[config.mk]
export PLATFORM = sky130hd
export DESIGN_NAME = viterbi_seq_ctrl
export DESIGN_NICKNAME = d
export VERILOG_FILES = /design/src/rtl/viterbi_pkg.sv /design/src/rtl/viterbi_seq_ctrl_win_cnt.sv /design/src/rtl/viterbi_seq_ctrl.sv
export SDC_FILE = /design/constraint.sdc
export NUM_CORES = 1
export LEC_CHECK = 0
export ABC_AREA = 1
export CELL_PAD_IN_SITES_DETAIL_PLACEMENT = 2
export CELL_PAD_IN_SITES_GLOBAL_PLACEMENT = 2
export CORE_AREA = 3 3 106 108
export DETAILED_ROUTE_END_ITERATION = 6
export DIE_AREA = 0 0 109 111
export PLACE_DENSITY_LB_ADDON = 0.15
export SLEW_MARGIN = 40
export SYNTH_ARGS = -nofsm -noshare
export SYNTH_HDL_FRONTEND = slang
export SYNTH_SLANG_ARGS = --single-unit
[constraint.sdc]
create_clock -name clk -period 6.44 [get_ports clk]
set_input_delay 1.932 -clock clk [delete_from_list [all_inputs] [get_ports clk]]
set_output_delay 1.932 -clock clk [all_outputs]
set_load 0.02 [all_outputs]
[src/rtl/viterbi_pkg.sv]
`default_nettype none
// ============================================================================
//  Module      : viterbi_pkg
//  Description : Shared types and codes for the Viterbi codec frame sequencer:
//                sequencer state enum, constraint-length codes, mode codes.
//  Revision    : 1.0 - initial release
// ============================================================================
package viterbi_pkg;

    // Sequencer states
    typedef enum logic [2:0] {
        IDLE   = 3'd0,
        ENC    = 3'd1,
        BMPRE  = 3'd2,
        FILL   = 3'd3,
        STREAM = 3'd4,
        FLUSH  = 3'd5,
        DIRECT = 3'd6,
        DONE   = 3'd7
    } state_t;

    // Constraint-length codes
    localparam logic [1:0] CL3 = 2'd0;
    localparam logic [1:0] CL5 = 2'd1;
    localparam logic [1:0] CL7 = 2'd2;
    localparam logic [1:0] CL9 = 2'd3;

    // Operating mode codes
    localparam logic MODE_ENCODE = 1'b0;
    localparam logic MODE_DECODE = 1'b1;

endpackage
`default_nettype wire

[src/rtl/viterbi_seq_ctrl_win_cnt.sv]
`default_nettype none
// ============================================================================
//  Module      : viterbi_win_cnt
//  Description : Loadable up/down counter with zero and terminal-count flags.
//                Priority: clear > load > increment > decrement.
//  Revision    : 1.0 - initial release
// ============================================================================
module viterbi_win_cnt
    import viterbi_pkg::*;
#(
    parameter int W    = 6,
    parameter int TERM = 1
) (
    input  logic         clk,
    input  logic         rst,
    input  logic         en_i,
    input  logic         clr_i,
    input  logic         load_i,
    input  logic [W-1:0] load_val_i,
    input  logic         inc_i,
    input  logic         dec_i,
    output logic [W-1:0] cnt_o,
    output logic         zero_o,
    output logic         term_o
);

    logic [W-1:0] cnt_q;
    logic [W-1:0] cnt_d;

    // Next count selection
    always_comb begin
        cnt_d = cnt_q;
        if (clr_i) begin
            cnt_d = '0;
        end else if (load_i) begin
            cnt_d = load_val_i;
        end else if (inc_i) begin
            cnt_d = cnt_q + 1'b1;
        end else if (dec_i) begin
            cnt_d = cnt_q - 1'b1;
        end
    end

    // Count register, frozen while the enable is low
    always_ff @(posedge clk) begin
        if (!rst) begin
            cnt_q <= '0;
        end else if (en_i) begin
            cnt_q <= cnt_d;
        end
    end

    assign cnt_o  = cnt_q;
    assign zero_o = (cnt_q == '0);
    assign term_o = (cnt_q == W'(TERM));

endmodule
`default_nettype wire

[src/rtl/viterbi_seq_ctrl.sv]
`default_nettype none
// ============================================================================
//  Module      : viterbi_seq_ctrl
//  Description : Frame sequencer for the convolutional encoder / Viterbi
//                decoder datapath. Tracks frame length, a sliding traceback
//                window and an end-of-frame flush, and drives unit enables.
//                Optional macro VITERBI_ABORT_EN adds the i_abort input.
//  Revision    : 1.0 - initial release
// ============================================================================
module viterbi_seq_ctrl
    import viterbi_pkg::*;
#(
    parameter int TB_DEPTH = 32,
    parameter int FRAME_W  = 16,
    parameter int TB_CW    = $clog2(TB_DEPTH + 1)
) (
    input  logic               clk,
    input  logic               rst,
    input  logic               en,
    input  logic [1:0]         i_constr_len,
    input  logic               i_mode_sel,
    input  logic               i_start,
    input  logic [FRAME_W-1:0] i_frame_len,
    input  logic               i_in_valid,
    input  logic               i_cal_done,
    input  logic               i_out_ready,
`ifdef VITERBI_ABORT_EN
    input  logic               i_abort,
`endif
    output logic               o_in_ready,
    output logic               o_en_ce,
    output logic               o_en_s,
    output logic               o_en_bm,
    output logic               o_en_acs,
    output logic               o_en_td,
    output logic               o_en_t,
    output logic               o_busy,
    output logic               o_done,
    output logic               o_err
);

    state_t               state_q, state_d;
    logic [FRAME_W-1:0]   sym_cnt_q, sym_cnt_d;
    logic [FRAME_W-1:0]   frame_len_q, frame_len_d;
    logic                 cl3_q, cl3_d;
    logic                 acc_q, acc_d;

    logic                 w_abort, w_run, w_in_ready, w_acc, w_all_in, w_last;
    logic                 w_win_clr, w_win_inc;
    logic                 w_fl_clr, w_fl_load, w_fl_dec;
    logic [TB_CW-1:0]     w_fl_val;
    logic [TB_CW-1:0]     w_win_cnt, w_fl_cnt;
    logic                 w_win_zero, w_win_term, w_fl_zero, w_fl_term;
    logic                 w_unused_flags;

`ifdef VITERBI_ABORT_EN
    assign w_abort = en & i_abort & (state_q != IDLE);
`else
    assign w_abort = 1'b0;
`endif

    // An aborting cycle behaves like a disabled cycle for every enable
    assign w_run    = en & ~w_abort;
    assign w_all_in = (sym_cnt_q == frame_len_q);
    assign w_in_ready = w_run & (
        ((state_q == ENC) || (state_q == STREAM)) ? i_out_ready :
        (state_q == FILL)                         ? 1'b1 :
        (state_q == DIRECT)                       ? (i_out_ready & ~w_all_in) :
                                                    1'b0);
    assign w_acc  = i_in_valid & w_in_ready;
    assign w_last = w_acc & (sym_cnt_q == (frame_len_q - FRAME_W'(1)));

    viterbi_win_cnt #(.W(TB_CW), .TERM(TB_DEPTH - 1)) u_win_cnt (
        .clk        (clk),
        .rst        (rst),
        .en_i       (en),
        .clr_i      (w_win_clr),
        .load_i     (1'b0),
        .load_val_i ('0),
        .inc_i      (w_win_inc),
        .dec_i      (1'b0),
        .cnt_o      (w_win_cnt),
        .zero_o     (w_win_zero),
        .term_o     (w_win_term)
    );

    // Flush counter terminal value of 1 marks the final traceback bit
    viterbi_win_cnt #(.W(TB_CW), .TERM(1)) u_flush_cnt (
        .clk        (clk),
        .rst        (rst),
        .en_i       (en),
        .clr_i      (w_fl_clr),
        .load_i     (w_fl_load),
        .load_val_i (w_fl_val),
        .inc_i      (1'b0),
        .dec_i      (w_fl_dec),
        .cnt_o      (w_fl_cnt),
        .zero_o     (w_fl_zero),
        .term_o     (w_fl_term)
    );

    assign w_unused_flags = ^{w_win_zero, w_fl_zero, w_fl_cnt};

    // State and frame registers; everything holds while en is low
    always_ff @(posedge clk) begin
        if (!rst) begin
            state_q     <= IDLE;
            sym_cnt_q   <= '0;
            frame_len_q <= '0;
            cl3_q       <= 1'b0;
            acc_q       <= 1'b0;
        end else if (en) begin
            state_q     <= state_d;
            sym_cnt_q   <= sym_cnt_d;
            frame_len_q <= frame_len_d;
            cl3_q       <= cl3_d;
            acc_q       <= acc_d;
        end
    end

    // Next-state, frame bookkeeping and window/flush counter control
    always_comb begin
        state_d     = state_q;
        frame_len_d = frame_len_q;
        cl3_d       = cl3_q;
        sym_cnt_d   = w_acc ? (sym_cnt_q + FRAME_W'(1)) : sym_cnt_q;
        acc_d       = (state_q == DIRECT) & w_acc;
        w_win_clr   = 1'b0;
        w_win_inc   = 1'b0;
        w_fl_clr    = 1'b0;
        w_fl_load   = 1'b0;
        w_fl_val    = '0;
        w_fl_dec    = 1'b0;
        case (state_q)
            IDLE: begin
                if (i_start && (i_frame_len != '0)) begin
                    frame_len_d = i_frame_len;
                    sym_cnt_d   = '0;
                    cl3_d       = (i_constr_len == CL3);
                    state_d     = (i_mode_sel == MODE_DECODE) ? BMPRE : ENC;
                end
            end
            ENC: begin
                if (w_last) state_d = DONE;
            end
            BMPRE: begin
                if (i_cal_done) state_d = cl3_q ? DIRECT : FILL;
            end
            FILL: begin
                w_win_inc = w_acc;
                if (w_last) begin
                    state_d   = FLUSH;
                    w_fl_load = 1'b1;
                    w_fl_val  = w_win_cnt + TB_CW'(1);
                end else if (w_acc && w_win_term) begin
                    state_d = STREAM;
                end
            end
            STREAM: begin
                if (w_last) begin
                    state_d   = FLUSH;
                    w_fl_load = 1'b1;
                    w_fl_val  = TB_CW'(TB_DEPTH);
                end
            end
            FLUSH: begin
                w_fl_dec = i_out_ready;
                if (i_out_ready && w_fl_term) state_d = DONE;
            end
            DIRECT: begin
                // All symbols in: this is the lagging output-bit cycle
                if (w_all_in) state_d = DONE;
            end
            DONE: begin
                state_d     = IDLE;
                sym_cnt_d   = '0;
                frame_len_d = '0;
                w_win_clr   = 1'b1;
                w_fl_clr    = 1'b1;
            end
            default: state_d = IDLE;
        endcase
        if (w_abort) begin
            state_d     = IDLE;
            sym_cnt_d   = '0;
            frame_len_d = '0;
            acc_d       = 1'b0;
            w_win_clr   = 1'b1;
            w_fl_clr    = 1'b1;
        end
    end

    // Unit enables and status pulses decoded from the current state
    always_comb begin
        o_en_ce  = 1'b0;
        o_en_s   = 1'b0;
        o_en_bm  = 1'b0;
        o_en_acs = 1'b0;
        o_en_td  = 1'b0;
        o_en_t   = 1'b0;
        o_done   = 1'b0;
        o_err    = 1'b0;
        if (w_run) begin
            case (state_q)
                IDLE:   o_err = i_start & (i_frame_len == '0);
                ENC:    o_en_ce = w_acc;
                BMPRE: begin
                    o_en_ce = 1'b1;
                    o_en_bm = 1'b1;
                end
                FILL: begin
                    o_en_s   = w_acc;
                    o_en_bm  = w_acc;
                    o_en_acs = w_acc;
                    o_en_td  = w_acc;
                end
                STREAM: begin
                    o_en_s   = w_acc;
                    o_en_bm  = w_acc;
                    o_en_acs = w_acc;
                    o_en_td  = w_acc;
                    o_en_t   = w_acc;
                end
                FLUSH: begin
                    o_en_td = 1'b1;
                    o_en_t  = i_out_ready;
                end
                DIRECT: begin
                    o_en_s   = w_acc;
                    o_en_bm  = w_acc;
                    o_en_acs = w_acc;
                    o_en_t   = acc_q;
                end
                DONE:    o_done = 1'b1;
                default: ;
            endcase
        end
    end

    assign o_in_ready = w_in_ready;
    assign o_busy     = en & (state_q != IDLE);

endmodule
`default_nettype wire

# After elaboration in Yosys (flattened, before gate mapping)
# Cells that the tools add are included.
[op_classes]
n_mux = 45
eq_ne = 18
bitwise_logic = 8
n_addsub = 4
reduce_logical = 19
[ops]
columns = ["operator", "n"]
rows = [
  ["$pmux 16 s2", 2],
  ["$mux 16", 3],
  ["$mux 6", 7],
  ["$eq 16x16->1", 2],
  ["$mux 3", 9],
  ["$pmux 3 s8", 1],
  ["$mux 1", 17],
  ["$add 16x1->16 const B", 1],
  ["$logic_not 16->1", 1],
  ["$reduce_bool 16->1", 1],
  ["$sub 16x1->16 const B", 1],
  ["$eq 3x3->1 const B", 4],
  ["$ne 2x2->1 const B", 6],
  ["$pmux 6 s2", 1],
  ["$reduce_and 8->1", 1],
  ["$and 1x1->1", 7],
  ["$add 6x1->6 const B", 1],
  ["$eq 3x2->1 const B", 2],
  ["$eq 6x1->1 const B", 1],
  ["$eq 6x5->1 const B", 1],
  ["$pmux 1 s2", 3],
  ["$reduce_and 3->1", 2],
  ["$reduce_bool 3->1", 2],
  ["$sub 6x1->6 const B", 1],
  ["13 further kinds", 17],
]
[totals]
word_cells = 101
register_bits = 49

# Depth between registers and ports, before layout
# Gate-level depths: netlist of run 1.
[logic_depth]
word_depth = 13
ltp_mapped = 19

# Cells and area by module
# A second synthesis of run 1 with hierarchy kept.
[hier_totals]
cells_unflattened = 672
area_unflattened_um2 = 4120.2
[modules_own_cells]
columns = ["mod", "instances", "seq_area_each_um2", "cells_per_inst", "area_each_um2"]
rows = [
  ["viterbi_seq_ctrl", 1, 740.7, 506, 3002.9],
  ["viterbi_win_cnt (u_flush_cnt)", 1, 120.1, 90, 583.1],
  ["viterbi_win_cnt (u_win_cnt)", 1, 120.1, 76, 534.3],
]

# Least setup slack after synthesis of run 1
# OpenSTA, ideal clock, no wires.
[synth_timing]
kind = "input to output"
from = "in en"
to = "out o_en_bm"
setup_slack_ns = 1.475
required_ns = 4.508
path_stages = 5
arrival_ns = 3.033
cell_sequence = "clkinv_1 a21oi_2 nand4_1 buf_2 a31oi_1"
[synth_between]
elab_chain_len = 4
[synth_lines]
columns = ["item", "line_no", "rtl"]
rows = [
  ["start: declaration", "viterbi_seq_ctrl.sv:19", "input logic en,"],
  ["$and 1x1->1", "viterbi_seq_ctrl.sv:65", "assign w_in_ready = w_run & ("],
  ["$and 1x1->1", "viterbi_seq_ctrl.sv:70", "assign w_acc = i_in_valid & w_in_ready;"],
  ["$pmux 1 s2", "viterbi_seq_ctrl.sv:204", "case (state_q)"],
  ["$mux 1 (*)", "viterbi_seq_ctrl.sv:203", "if (w_run) begin"],
  ["end: declaration", "viterbi_seq_ctrl.sv:33", "output logic o_en_bm,"],
]
# Mark *: on every way between the ends. The rest lies on a longest branch, timed or not.

# Final worst setup path of run 1
# Same ends and word-level chain as after synthesis.

==> impl_metrics.yaml, run 1 <==
timing:
  fin_hold_ws_ps: 472.6
  fin_skew_ps: 9.510
  rsz0062_at_grt: "no"
  timing.final.ws_setup_ps: 552.7
  tightestPinTransition_ps: 573.2
  slew_headroom_pct: 61.44
  slew_violations: 0
  setup_viol: 0
  hold_viol_final: 0
  layout_min_cycle_time_ps: 5887
  tns_ps: 0
  finalCritPeriodShare_pct: 91.42
  fmax_mhz: 169.9
global_routing:
  antenna_found_initial: 0
  grt_usage_pct: 21.49
  grt_first_pass_wirelength_mm: 20.69
  grt_max_degree: 18
  overflow: 0
  grt_pass1_vias: 4167
setup_path:
  cp.arrival_ps: 3960
  critPathMaxFanout: 7
  crit_path_max_incr_delay_ps: 640
  crit_chain: "clkdlybuf4s50_1, clkinv_1, a21oi_2, nand3_1, inv_1, nand2_1, a31oi_1, clkdlybuf4s50_1"
  crit_cells: 8
  cp_top_family: "buffers and inverters"
  required_ps: 4510
  slowest_stage: "clkdlybuf4s50_1"
  crit_path_end_kind: "primary output"
  startpoint_type: "input pin"
  path_buf_inv: 4
  critPathKind: "input pin to primary output"
  worst-r2r-cell-count: 11
  cp_common_cell: "clkdlybuf4s50_1"
synth:
  synth_top_cell_area_share_pct: 28.86
  synth_edf_count: 0
  ys.flop_type: "dfxtp_1"
  synth_cell_types: 40
  syn-instance-count: 554
  yosys_register_bits: 49
  ys_seq_area_share_pct: 28.86
  syn_nets: 585
  syn_area_um2: 3400
  syn_area_per_cell_um2: 6.136
  synthTopCellsByArea: "dfxtp_1, nand2_1, nor2_1, inv_1, nand3_1"
  yosys.area.top_type: "dfxtp_1"
  yosys_warnings: 0
  synthArstFlopShare_pct: 0
clock_tree:
  clkTransAtPathRegs_ps: 80
  cts_htree_levels: 2
  cts-resized-gates: 0
  cts_setup_buffers: 0
  root_buffer: "clkbuf_8"
  cts_sinks: 49
  clkLatencyLatePin_ps: 310
  clockBufferDepth: 2
  cts_buffers: 5
  cts_tree: "yes"
  postCtsHoldBufs: 0
power:
  pwr-share-clk_pct: 14.9
  powerDensity_nw_per_um2: 322.3
  p_int_uw: 663.9
  p_switching_uw: 628.2
  seq_power_share_pct: 30.6
  combPwrFrac_pct: 54.5
  p_leak_uw: 0.001750
  peakVddDrop_v: 0.0001633
  p_sw_share_pct: 48.62
cells_and_area:
  multi_input_area_um2: 2057
  n_fill_cell: 1331
  nNetsFinal: 624
  area_growth_pct: 17.92
  final_util_pct: 38.83
  diodes: 0
  drive_gt1_share_pct: 6.745
  regArea_um2: 980.9
placed_design:
  port_buffers: 35
  gp_congestion: 0.8802
  place_ws_ps: 527.1
  dp_hpwl_mm: 9.945
floorplanning:
  design.die.area_um2: 12100
  die_h_um: 111
  core_um2: 10320
  die_w_um: 109
  rows: 37
  io_pins: 36
  start_util_pct: 32.93
route:
  drc_errors: 0
  drt_pre_antenna_iters: 4
  num_vias: 3734
  ant_nets: 0
  wirelength_mm: 12.31
  wl_per_cell_um: 16.89
  initialDrtViolationCount: 98
  vias_per_cell: 5.122
flow_run:
  max-cap-violations: 0
status:
  outcome: "complete, no violations"
min_path:
  holdCritPathClass: "flip-flop to flip-flop"
  min_path_cells: 2
==> tightest hold or removal path, stage by stage (launching register included) <==
cell	delay (ps)
dfxtp_1	320
nand2_1	60
a21oi_1	50
==> final cells by class <==
class / count / share of cell area (%)
multi-input combinational: 412 / 51.31
clock buffer: 7 / 2.154
tap: 136 / 4.245
sequential: 49 / 24.47
inverter: 83 / 7.772
timing repair buffer: 42 / 10.05
==> placed cells by master, fill, tap and decap left out, types with 6 or more instances in the layout <==
cell / n
nand2_1: 146
nor2_1: 89
inv_1: 77
dfxtp_1: 49
nand3_1: 35
clkdlybuf4s50_1: 35
a21oi_1: 25
o21ai_0: 14
xor2_1: 14
nor3_1: 13
nand4_1: 10
a211oi_1: 10
nor2_2: 9
a221oi_1: 7
buf_4: 7
clkbuf_8: 6
==> state kept, by name (all words and copies together), names as in the netlist <==
signal,flops
u_flush_cnt.cnt_o,6
sym_cnt_q,16
frame_len_q,16
acc_q,1
state_q,3
u_win_cnt.cnt_o,6
cl3_q,1
==> routing by layer <==
metal / track usage [%] / wire length [µm] / vias up
met5: 0 / 0 / -
met4: 5.976 / 264 / 0
met3: 2.737 / 262 / 19
met2: 39.64 / 6531 / 48
met1: 25.44 / 5256 / 1826
li1: - / - / 1841
==> power by group through the flow <==
| stage | sequential (µW) | combinational, µW | clock [µW] |
|---|---|---|---|
| 6_report | 396 | 704 | 193 |
| 5_1_grt | 405 | 801 | 213 |
| 4_1_cts | 396 | 711 | 206 |
| 3_5_place_dp | 403 | 705 | 0 |
| 3_3_place_gp | 401 | 672 | 0 |
| 2_1_floorplan | 380 | 508 | 0 |
==> per-stage QoR <==
stage                     cells  power [µW]  cell area (µm²)
after CTS                   729        1313             4009
final                       729        1292             4009
after floorplan             554       887.5             3400
after global placement      722        1073             3923
after detailed placement    722        1109             3923
after global routing        729        1419             4009
==> path summary, 6_finish.rpt <==
check / start / endpoint / slack (ps)
worst max register to register: state_q[0] / sym_cnt_q[3] / 3820
worst min-delay path: acc_q / acc_q / 470
worst max-delay path: en / o_en_bm / 550
worst min register to register: acc_q / acc_q / 470
==> synthesized netlist by cell type (3+ instances only) <==
| cell | n |
|---|---|
| o21ai_0 | 14 |
| a211oi_1 | 10 |
| clkbuf_1 | 4 |
| nand3b_1 | 3 |
| nor4_1 | 3 |
| nor3_1 | 13 |
| inv_1 | 77 |
| ha_1 | 5 |
| nor2_2 | 9 |
| buf_2 | 4 |
| nand2_2 | 4 |
| xnor2_1 | 5 |
| nand4_1 | 10 |
| a221oi_1 | 7 |
| xor2_1 | 14 |
| nor2_4 | 3 |
| inv_2 | 4 |
| nor2_1 | 89 |
| a21oi_1 | 25 |
| nand2_1 | 146 |
| nand3_1 | 35 |
| dfxtp_1 | 49 |
==> cells by family after synthesis <==
kind of cell	count (synthesis)	share of synthesized area, %
AO/OA/AOI/OAI	69	12.99
adder cells (fa/ha/maj)	5	1.840
XOR/XNOR	19	4.895
buffers and inverters	93	10.64
flip-flops	49	28.86
AND/OR/NAND/NOR	319	40.78
Note: power is estimated with default switching activity, not from simulation.
==> inputs of run 2 (changes only) <==
- CELL_PAD_IN_SITES_DETAIL_PLACEMENT: 2 -> not set
- CELL_PAD_IN_SITES_GLOBAL_PLACEMENT: 2 -> not set
- CORE_AREA: 3 3 106 108 -> 3 3 79 81
- DIE_AREA: 0 0 109 111 -> 0 0 82 84
- SLEW_MARGIN: 40 -> 10
==> impl_metrics.yaml, run 2 (synthesized netlist as in run 1, its figures left out) <==
timing:
  tightestPinTransition_ps: 675.9
  fmax_mhz: 169.6
  finalCritPeriodShare_pct: 91.53
  fin_skew_ps: 10.60
  tns_ps: 0
  rsz0062_at_grt: "no"
  slew_violations: 0
  hold_viol_final: 0
  slew_headroom_pct: 54.83
  layout_min_cycle_time_ps: 5895
  setup_viol: 0
route:
  vias_per_cell: 5.458
  num_vias: 3624
  drt_pre_antenna_iters: 5
  wirelength_mm: 9.166
  drc_errors: 0
  ant_nets: 0
  initialDrtViolationCount: 219
  wl_per_cell_um: 13.80
clock_tree:
  cts_buffers: 5
  root_buffer: "clkbuf_8"
  postCtsHoldBufs: 0
  cts_tree: "yes"
  cts-resized-gates: 0
  cts_setup_buffers: 0
  cts_sinks: 49
  clkTransAtPathRegs_ps: 80
  clkLatencyLatePin_ps: 300
  cts_htree_levels: 2
  clockBufferDepth: 2
setup_path:
  startpoint_type: "input pin"
  r2r_setup_slack_ps: 3710
  critPathMaxFanout: 7
  cp_common_cell: "clkdlybuf4s50_1"
  path_buf_inv: 4
  r2r-start: "state_q[0]"
  r2r-end: "sym_cnt_q[3]"
  crit_chain: "clkdlybuf4s50_1, clkinv_1, a21oi_2, nand3_1, inv_1, nand2_1, a31oi_1, clkdlybuf4s50_1"
  cp_top_family: "buffers and inverters"
  required_ps: 4510
  crit_path_end_kind: "primary output"
  crit_cells: 8
  slowest_stage: "clkdlybuf4s50_1"
  critPathCapture: "o_en_bm"
  worst-r2r-cell-count: 10
  cp.arrival_ps: 3960
  critPathKind: "input pin to primary output"
  startpoint: "en"
  crit_path_max_incr_delay_ps: 630
power:
  powerDensity_nw_per_um2: 316.4
  peakVddDrop_v: 0.0002134
  p_leak_uw: 0.001745
placed_design:
  post_dp_cell_area_um2: 3835
  port_buffers: 35
  dp_hpwl_mm: 7.213
  gp_congestion: 0.9402
cells_and_area:
  multi_input_area_um2: 2057
  drive_gt1_share_pct: 6.588
  regArea_um2: 980.9
  fin_area_um2: 3921
  final_common_cell: "nand2_1"
  area_growth_pct: 15.35
  nNetsFinal: 623
  diodes: 0
  final_cell_mix: "nand2_1, nor2_1, inv_1"
  n_fill_cell: 522
  largestRegisters: "frame_len_q: 16 flops, sym_cnt_q: 16 flops"
flow_run:
  max-cap-violations: 0
floorplanning:
  die_h_um: 84
  io_pins: 36
  start_util_pct: 61.36
  die_w_um: 82
  design.die.area_um2: 6888
  core_um2: 5540
  rows: 27
global_routing:
  overflow: 0
  grt_first_pass_wirelength_mm: 15.26
  antenna_found_initial: 0
  grt_pass1_vias: 3462
  grt_usage_pct: 27.88
  grt_max_degree: 18
status:
  outcome: "complete, no violations"
min_path:
  holdCritPathClass: "flip-flop to flip-flop"
-- run 2: changes by cell type in the layout (fill, tap and decap cells not counted), sizes merged --
cell  before  now
buf        7    6
-- run 2: worst min path at each step --
| stage | startpoint | to | cells past startpoint |
|---|---|---|---|
| final | acc_q | acc_q | 2 |
| after global routing | acc_q | acc_q | 2 |
| after CTS | acc_q | acc_q | 2 |
| after detailed placement | acc_q | acc_q | 2 |
| after global placement | acc_q | acc_q | 2 |
| after floorplan | acc_q | acc_q | 2 |
-- run 2: layout make-up --
type | instances | area share, %
clock buffers | 7 | 2.202
inverters | 83 | 7.945
multi-input cells | 412 | 52.46
flip-flops and latches | 49 | 25.02
well taps | 72 | 2.297
repair buffers | 41 | 10.08
-- run 2: power breakdown --
part | total [µW] | leakage (µW) | internal [µW] | switching [µW]
Combinational | 660 | 0.00130 | 233 | 426
Sequential | 393 | 0.000398 | 343 | 50.7
Clock | 188 | 0.0000443 | 85.6 | 102
-- run 2: metal layers --
metal / GRT usage, % / routed length (µm) / vias up / part of all wire (%)
li1: - / - / 1847 / -
met1: 32.74 / 3879 / 1641 / 42
met2: 48.57 / 4560 / 114 / 50
met3: 5.076 / 487 / 22 / 5.3
met4: 11.18 / 238 / 0 / 2.6
met5: 0 / 0 / - / 0
-- run 2: worst min-delay path, cell delays in order (launching register included) --
cell	delay, ps
dfxtp_1	320
nand2_1	60
a21oi_1	50
-- run 2: through the flow --
step	std cells	hold slack [ps]	total power, µW	util (%)	setup WS (ps)
global placement	657	460.0	1038	69.22	616.0
global route	664	494.1	1342	70.78	398.6
detailed placement	657	462.4	1050	69.22	580.0
finish	664	475.0	1241	70.78	545.3
floorplan	554	445.4	887.5	-	1475
CTS	664	474.7	1236	70.78	558.3
==> inputs of run 3 (changes only) <==
- SLEW_MARGIN: 10 -> not set
==> results of run 3 <==
Final layout, timing and power as in run 2 (identical DEF).
